[src/rtl/spram_pipe.sv]
// Single-port SRAM with byte enables, 1..4 cycle read latency and a
// credit-limited valid/ready request/response interface.
module spram_pipe #(
  parameter int D_WIDTH   = 32,
  parameter int A_WIDTH   = 4,
  parameter int MEM_DEPTH = 2**A_WIDTH,
  parameter int RD_LAT    = 1,
  parameter int BE_WIDTH  = D_WIDTH/8
) (
  input  logic                clk,
  input  logic                rst_n,
  input  logic                req_valid,
  output logic                req_ready,
  input  logic                req_wr,
  input  logic [A_WIDTH-1:0]  req_addr,
  input  logic [D_WIDTH-1:0]  req_wdata,
  input  logic [BE_WIDTH-1:0] req_be,
  output logic                rsp_valid,
  input  logic                rsp_ready,
  output logic [D_WIDTH-1:0]  rsp_rdata,
  output logic                rsp_err
);

  localparam int OUT_DEPTH = RD_LAT + 2;
  localparam int PW        = $clog2(OUT_DEPTH);
  localparam int CW        = $clog2(OUT_DEPTH + 1);

  generate
    if (RD_LAT < 1 || RD_LAT > 4 || (D_WIDTH % 8) != 0 || D_WIDTH < 8 ||
        BE_WIDTH != D_WIDTH/8 || MEM_DEPTH < 1 || MEM_DEPTH > 2**A_WIDTH) begin : g_bad_params
      $error("spram_pipe: illegal parameter combination");
    end
  endgenerate

  logic [D_WIDTH-1:0] mem [MEM_DEPTH];
  logic               ready_en;
  logic [CW-1:0]      outstanding;
  logic               in_range;
  logic               accept;
  logic               rd_acc;
  logic               wr_acc;
  logic               pop;
  logic               push;
  logic [D_WIDTH-1:0] rd_word;

  logic               pipe_vld  [RD_LAT];
  logic [D_WIDTH-1:0] pipe_data [RD_LAT];
  logic               pipe_err  [RD_LAT];

  logic [D_WIDTH-1:0] fifo_data [OUT_DEPTH];
  logic               fifo_err  [OUT_DEPTH];
  logic [PW-1:0]      wr_ptr;
  logic [PW-1:0]      rd_ptr;
  logic [CW-1:0]      fifo_cnt;

  function automatic logic [PW-1:0] ptr_inc(input logic [PW-1:0] p);
    return (p == PW'(OUT_DEPTH - 1)) ? '0 : p + 1'b1;
  endfunction

  // Credit check uses only registered state so req_ready never depends on rsp_ready.
  assign req_ready = ready_en && (outstanding < CW'(OUT_DEPTH));
  assign in_range  = int'(req_addr) < MEM_DEPTH;
  assign accept    = req_valid && req_ready;
  assign rd_acc    = accept && !req_wr;
  assign wr_acc    = accept && req_wr;
  assign rd_word   = in_range ? mem[req_addr] : '0;

  assign rsp_valid = (fifo_cnt != '0);
  assign pop       = rsp_valid && rsp_ready;
  assign push      = pipe_vld[RD_LAT-1];
  assign rsp_rdata = rsp_valid ? fifo_data[rd_ptr] : '0;
  assign rsp_err   = rsp_valid && fifo_err[rd_ptr];

  always_ff @(posedge clk or negedge rst_n) begin
    if (!rst_n) begin
      for (int w = 0; w < MEM_DEPTH; w++) mem[w] <= '0;
    end else if (wr_acc && in_range) begin
      for (int b = 0; b < BE_WIDTH; b++) begin
        if (req_be[b]) mem[req_addr][8*b +: 8] <= req_wdata[8*b +: 8];
      end
    end
  end

  always_ff @(posedge clk or negedge rst_n) begin
    if (!rst_n) begin
      ready_en    <= 1'b0;
      outstanding <= '0;
    end else begin
      ready_en <= 1'b1;
      case ({rd_acc, pop})
        2'b10:   outstanding <= outstanding + 1'b1;
        2'b01:   outstanding <= outstanding - 1'b1;
        default: outstanding <= outstanding;
      endcase
    end
  end

  always_ff @(posedge clk or negedge rst_n) begin
    if (!rst_n) begin
      for (int i = 0; i < RD_LAT; i++) begin
        pipe_vld[i]  <= 1'b0;
        pipe_data[i] <= '0;
        pipe_err[i]  <= 1'b0;
      end
    end else begin
      pipe_vld[0]  <= rd_acc;
      pipe_data[0] <= rd_word;
      pipe_err[0]  <= rd_acc && !in_range;
      for (int i = 1; i < RD_LAT; i++) begin
        pipe_vld[i]  <= pipe_vld[i-1];
        pipe_data[i] <= pipe_data[i-1];
        pipe_err[i]  <= pipe_err[i-1];
      end
    end
  end

  // Never overflows: FIFO entries plus in-flight reads equal outstanding.
  always_ff @(posedge clk or negedge rst_n) begin
    if (!rst_n) begin
      for (int i = 0; i < OUT_DEPTH; i++) begin
        fifo_data[i] <= '0;
        fifo_err[i]  <= 1'b0;
      end
      wr_ptr   <= '0;
      rd_ptr   <= '0;
      fifo_cnt <= '0;
    end else begin
      if (push) begin
        fifo_data[wr_ptr] <= pipe_data[RD_LAT-1];
        fifo_err[wr_ptr]  <= pipe_err[RD_LAT-1];
        wr_ptr            <= ptr_inc(wr_ptr);
      end
      if (pop) rd_ptr <= ptr_inc(rd_ptr);
      case ({push, pop})
        2'b10:   fifo_cnt <= fifo_cnt + 1'b1;
        2'b01:   fifo_cnt <= fifo_cnt - 1'b1;
        default: fifo_cnt <= fifo_cnt;
      endcase
    end
  end

endmodule

[config.mk]
export PLATFORM = sky130hd
export DESIGN_NAME = spram_pipe
export DESIGN_NICKNAME = d
export VERILOG_FILES = /design/src/rtl/spram_pipe.sv
export SDC_FILE = /design/constraint.sdc
export NUM_CORES = 1
export LEC_CHECK = 0
export BUFFER_PORTS_ARGS = -buffer_cell sky130_fd_sc_hd__buf_4
export CAP_MARGIN = 20
export CORE_MARGIN = 1
export CORE_UTILIZATION = 65
export CTS_CLUSTER_DIAMETER = 40
export CTS_CLUSTER_SIZE = 30
export DETAILED_ROUTE_END_ITERATION = 8
export GPL_TIMING_DRIVEN = 0
export MAX_ROUTING_LAYER = met4
export PLACE_DENSITY = 0.83
export SLEW_MARGIN = 20
export SYNTH_ARGS = -nofsm -noshare
export SYNTH_HDL_FRONTEND = slang
export SYNTH_SLANG_ARGS = --single-unit
[constraint.sdc]
create_clock -name clk -period 4.75 [get_ports clk]
set_clock_uncertainty 0.05 [all_clocks]
set_input_delay 0 -clock clk [delete_from_list [all_inputs] [get_ports clk]]
set_output_delay 0 -clock clk [all_outputs]
set_load 0.005 [all_outputs]
==> results.toml <==
[clock_network]
cts_buffers = 84
cts.clk_slew.worst_paths_ns = 0.07
clock-root-buffer = "clkbuf_16"
clock_path_buffers = 3
cts_resized = 0
clock_latency_ns = 0.65
cts_tree = "yes"
htree_levels = 3
cts_num_sinks = 653

[die]
die_h_um = 216
io_pins = 80
fp-row-count = 77
coreArea_sq_mm = 0.0446
die_w_um = 216
initial_core_util_pct = 66.4
die-area_sq_mm = 0.0465

[sta]
worst_slew_pin_slew_ns = 0.899
report.final.slew_viol_count = 0
post-route-period-util_pct = 60.2
finalSetupViolations = 0
hold_viol_final = 0
fin_ws_ns = 1.89
whs_ns = 0.0235
max_freq_ghz = 0.350
period_needed_ns = 2.86
maxSlewHeadroom_pct = 40.0
rsz0062_at_grt = "no"

[min_path]
worstHoldPathType = "primary input to flop"
holdPathStages = 4

[detailed_routing]
ant_nets = 0
first_pass_iters = 5
detail_route.iter0.violations = 1414
vias = 17618
route.detailed.drc = 0
avgRoutedWirePerCell_um = 26.4
drt_wl_total_um = 72400
via_per_inst = 6.42

[placement]
dp_cells = 2543
dp_slack_ns = 2.06
portBuffers = 71
dp_hpwl_um = 45900
place_congestion = 0.916

[layout]
seq_area_sq_mm = 0.0163
final_common_cell = "dfrtp_1"
filler_cell_count = 2565
multiInputGateArea_sq_mm = 0.0125
nNetsFinal = 2122
fin_cells = 2744
area_delta_synth_final_pct = 16.1
layout-drive-gt1-share_pct = 52.8
final_cell_mix = "dfrtp_1 (653), mux2_2 (609), mux4_2 (97)"

[setup_path]
worst_r2r_endpoint = "mem[112]"
end_kind = "output port"
path_cells = "buf_2 -> nor2b_1 -> clkbuf_1 -> clkbuf_1 -> nand2_1 -> a21oi_1 -> buf_4"
crit_end = "rsp_rdata[22]"
rr_worst_depth = 5
worstPathArrival_ns = 2.81
critPathSlowestCell = "clkbuf_1"
r2r-start = "outstanding[0]"
rrSetupSlack_ns = 1.93
worstSetupStartpoint = "rd_ptr[1]"
cp_common_cell = "clkbuf_1"
cp_max_fo = 10
start_kind = "flop"
worst_ep_required_time_ns = 4.70
slowest_delay_ns = 0.56
worstSetupPathType = "flop to output port"

[synth]
synthTopCellsByArea = "dfrtp_1 (55%), mux2_2 (23%), mux4_2 (7.4%), nand4_2 (2.7%), mux4_1 (2.6%)"
yosys.area.top_type = "dfrtp_1"
synth_cell_types = 44
avgSynthCellArea_sq_um = 15.8
synth_cells = 1874
yosysWarningCount = 0
synth-main-ff-cell = "dfrtp_1"
synth_top_area_share_pct = 55.1
ys_seq_area_share_pct = 55.1
synth_edf_count = 0
ys_ff_latch = 653
synth_area_sq_mm = 0.0296
synth_async_sr_flop_share_pct = 100
syn_nets = 1921

[global_route]
antenna_found_initial = 8
grt_pass1_wl_um = 112000
grt_max_degree = 111
grtUsageTotal_pct = 33.3
grt_pass1_vias = 19114
grt-ovfl-total = 0

[pwr]
leakagePower_nw = 17.3
powerDensity_mw_per_mm2 = 441
ir_drop_v = 0.000348
p_total_w = 0.0152

[job]
maxCapViolCount = 0

[run_status]
status = "complete, no violations"
registers in the layout, indices dropped and copies added (netlist names):
name         flops
rd_ptr           2
mem            512
pipe_data       32
fifo_data       96
pipe_vld         1
ready_en         1
wr_ptr           2
fifo_cnt         2
outstanding      2
fifo_err         3
cells in the mapped netlist (all sizes together) (2+ instances only):
library cell / count
dfrtp: 653
mux2: 609
mux4: 128
buf: 78
a22oi: 64
nand2: 64
nand4: 64
clkbuf: 61
mux2i: 33
a21oi: 32
or2: 32
and4bb: 5
inv: 5
nor2: 5
and2: 4
and4b: 4
nor2b: 4
nor4b: 4
xnor2: 4
a21boi: 2
a21o: 2
ha: 2
nor3: 2
o21ai: 2
xor2: 2
critical path, delay by kind of cell, from the launching register on:
kind | cells | cell delay, ns
compound gates | 1 | 0.26
buf+inv | 4 | 1.28
flops | 1 | 0.36
simple gates | 2 | 0.27
kinds of logic after synthesis:
family / share of synthesized area [%]
AOI/OAI and AO/OA: 2.33
xor gates and xnor gates: 0.177
adders and majority gates: 0.0844
buffers and inverters: 2.56
DFF: 55.1
muxes: 34.4
other: 0.0127
and+or+nand+nor: 5.35
report_power, final:
part | leakage [nW] | internal (W) | switching, W
Clock | 1.42 | 0.00371 | 0.00274
Combinational | 6.97 | 0.00104 | 0.00108
Sequential | 8.94 | 0.00622 | 0.000370
Total | 17.3 | 0.0110 | 0.00418
timing repair:
action | in CTS | in global routing
hold buffers | 38 | 0
hold endpoints to repair | 580 | 0
setup buffers | 0 | 0
how the worst min path moves through the flow:
stage                       start             to
floorplan                   rst_n    fifo_cnt[0]
global placement    req_wdata[21]       mem[181]
detailed placement          rst_n  fifo_data[93]
CTS                   req_addr[0]       mem[232]
global route          req_addr[0]       mem[232]
finish                req_addr[0]       mem[232]
per-stage QoR:
| stage | area (sq um) | util (%) | TNS (ns) |
|---|---|---|---|
| 6_report | 34400 | 77.2 | 0 |
| 5_1_grt | 34400 | 77.2 | 0 |
| 4_1_cts | 34400 | 77.1 | 0 |
| 3_5_place_dp | 31100 | 69.7 | 0 |
| 3_3_place_gp | 30900 | 69.3 | -1921.30 |
| 2_1_floorplan | 29600 | - | 0 |
area by class of cell:
type | count | area share, %
flip-flops and latches | 653 | 47.5
multi-input cells | 1076 | 36.4
clock buffers | 93 | 6.47
repair buffers | 115 | 3.21
plain buffers | 140 | 2.15
well taps | 592 | 2.15
clock inverters | 64 | 2.00
inverters | 5 | 0.0545
diodes | 6 | 0.0436
layer usage:
| layer | global-route usage, % | routed length, um | vias up | part of all wire, % |
|---|---|---|---|---|
| met5 | - | 0 | - | 0 |
| met3 | 7.08 | 4680 | 169 | 6.5 |
| met4 | 12.6 | 2450 | 0 | 3.4 |
| met2 | 51.6 | 35400 | 567 | 49 |
| met1 | 43.7 | 29900 | 9387 | 41 |
| li1 | - | - | 7495 | - |
Note: power is estimated with default switching activity, not from simulation.
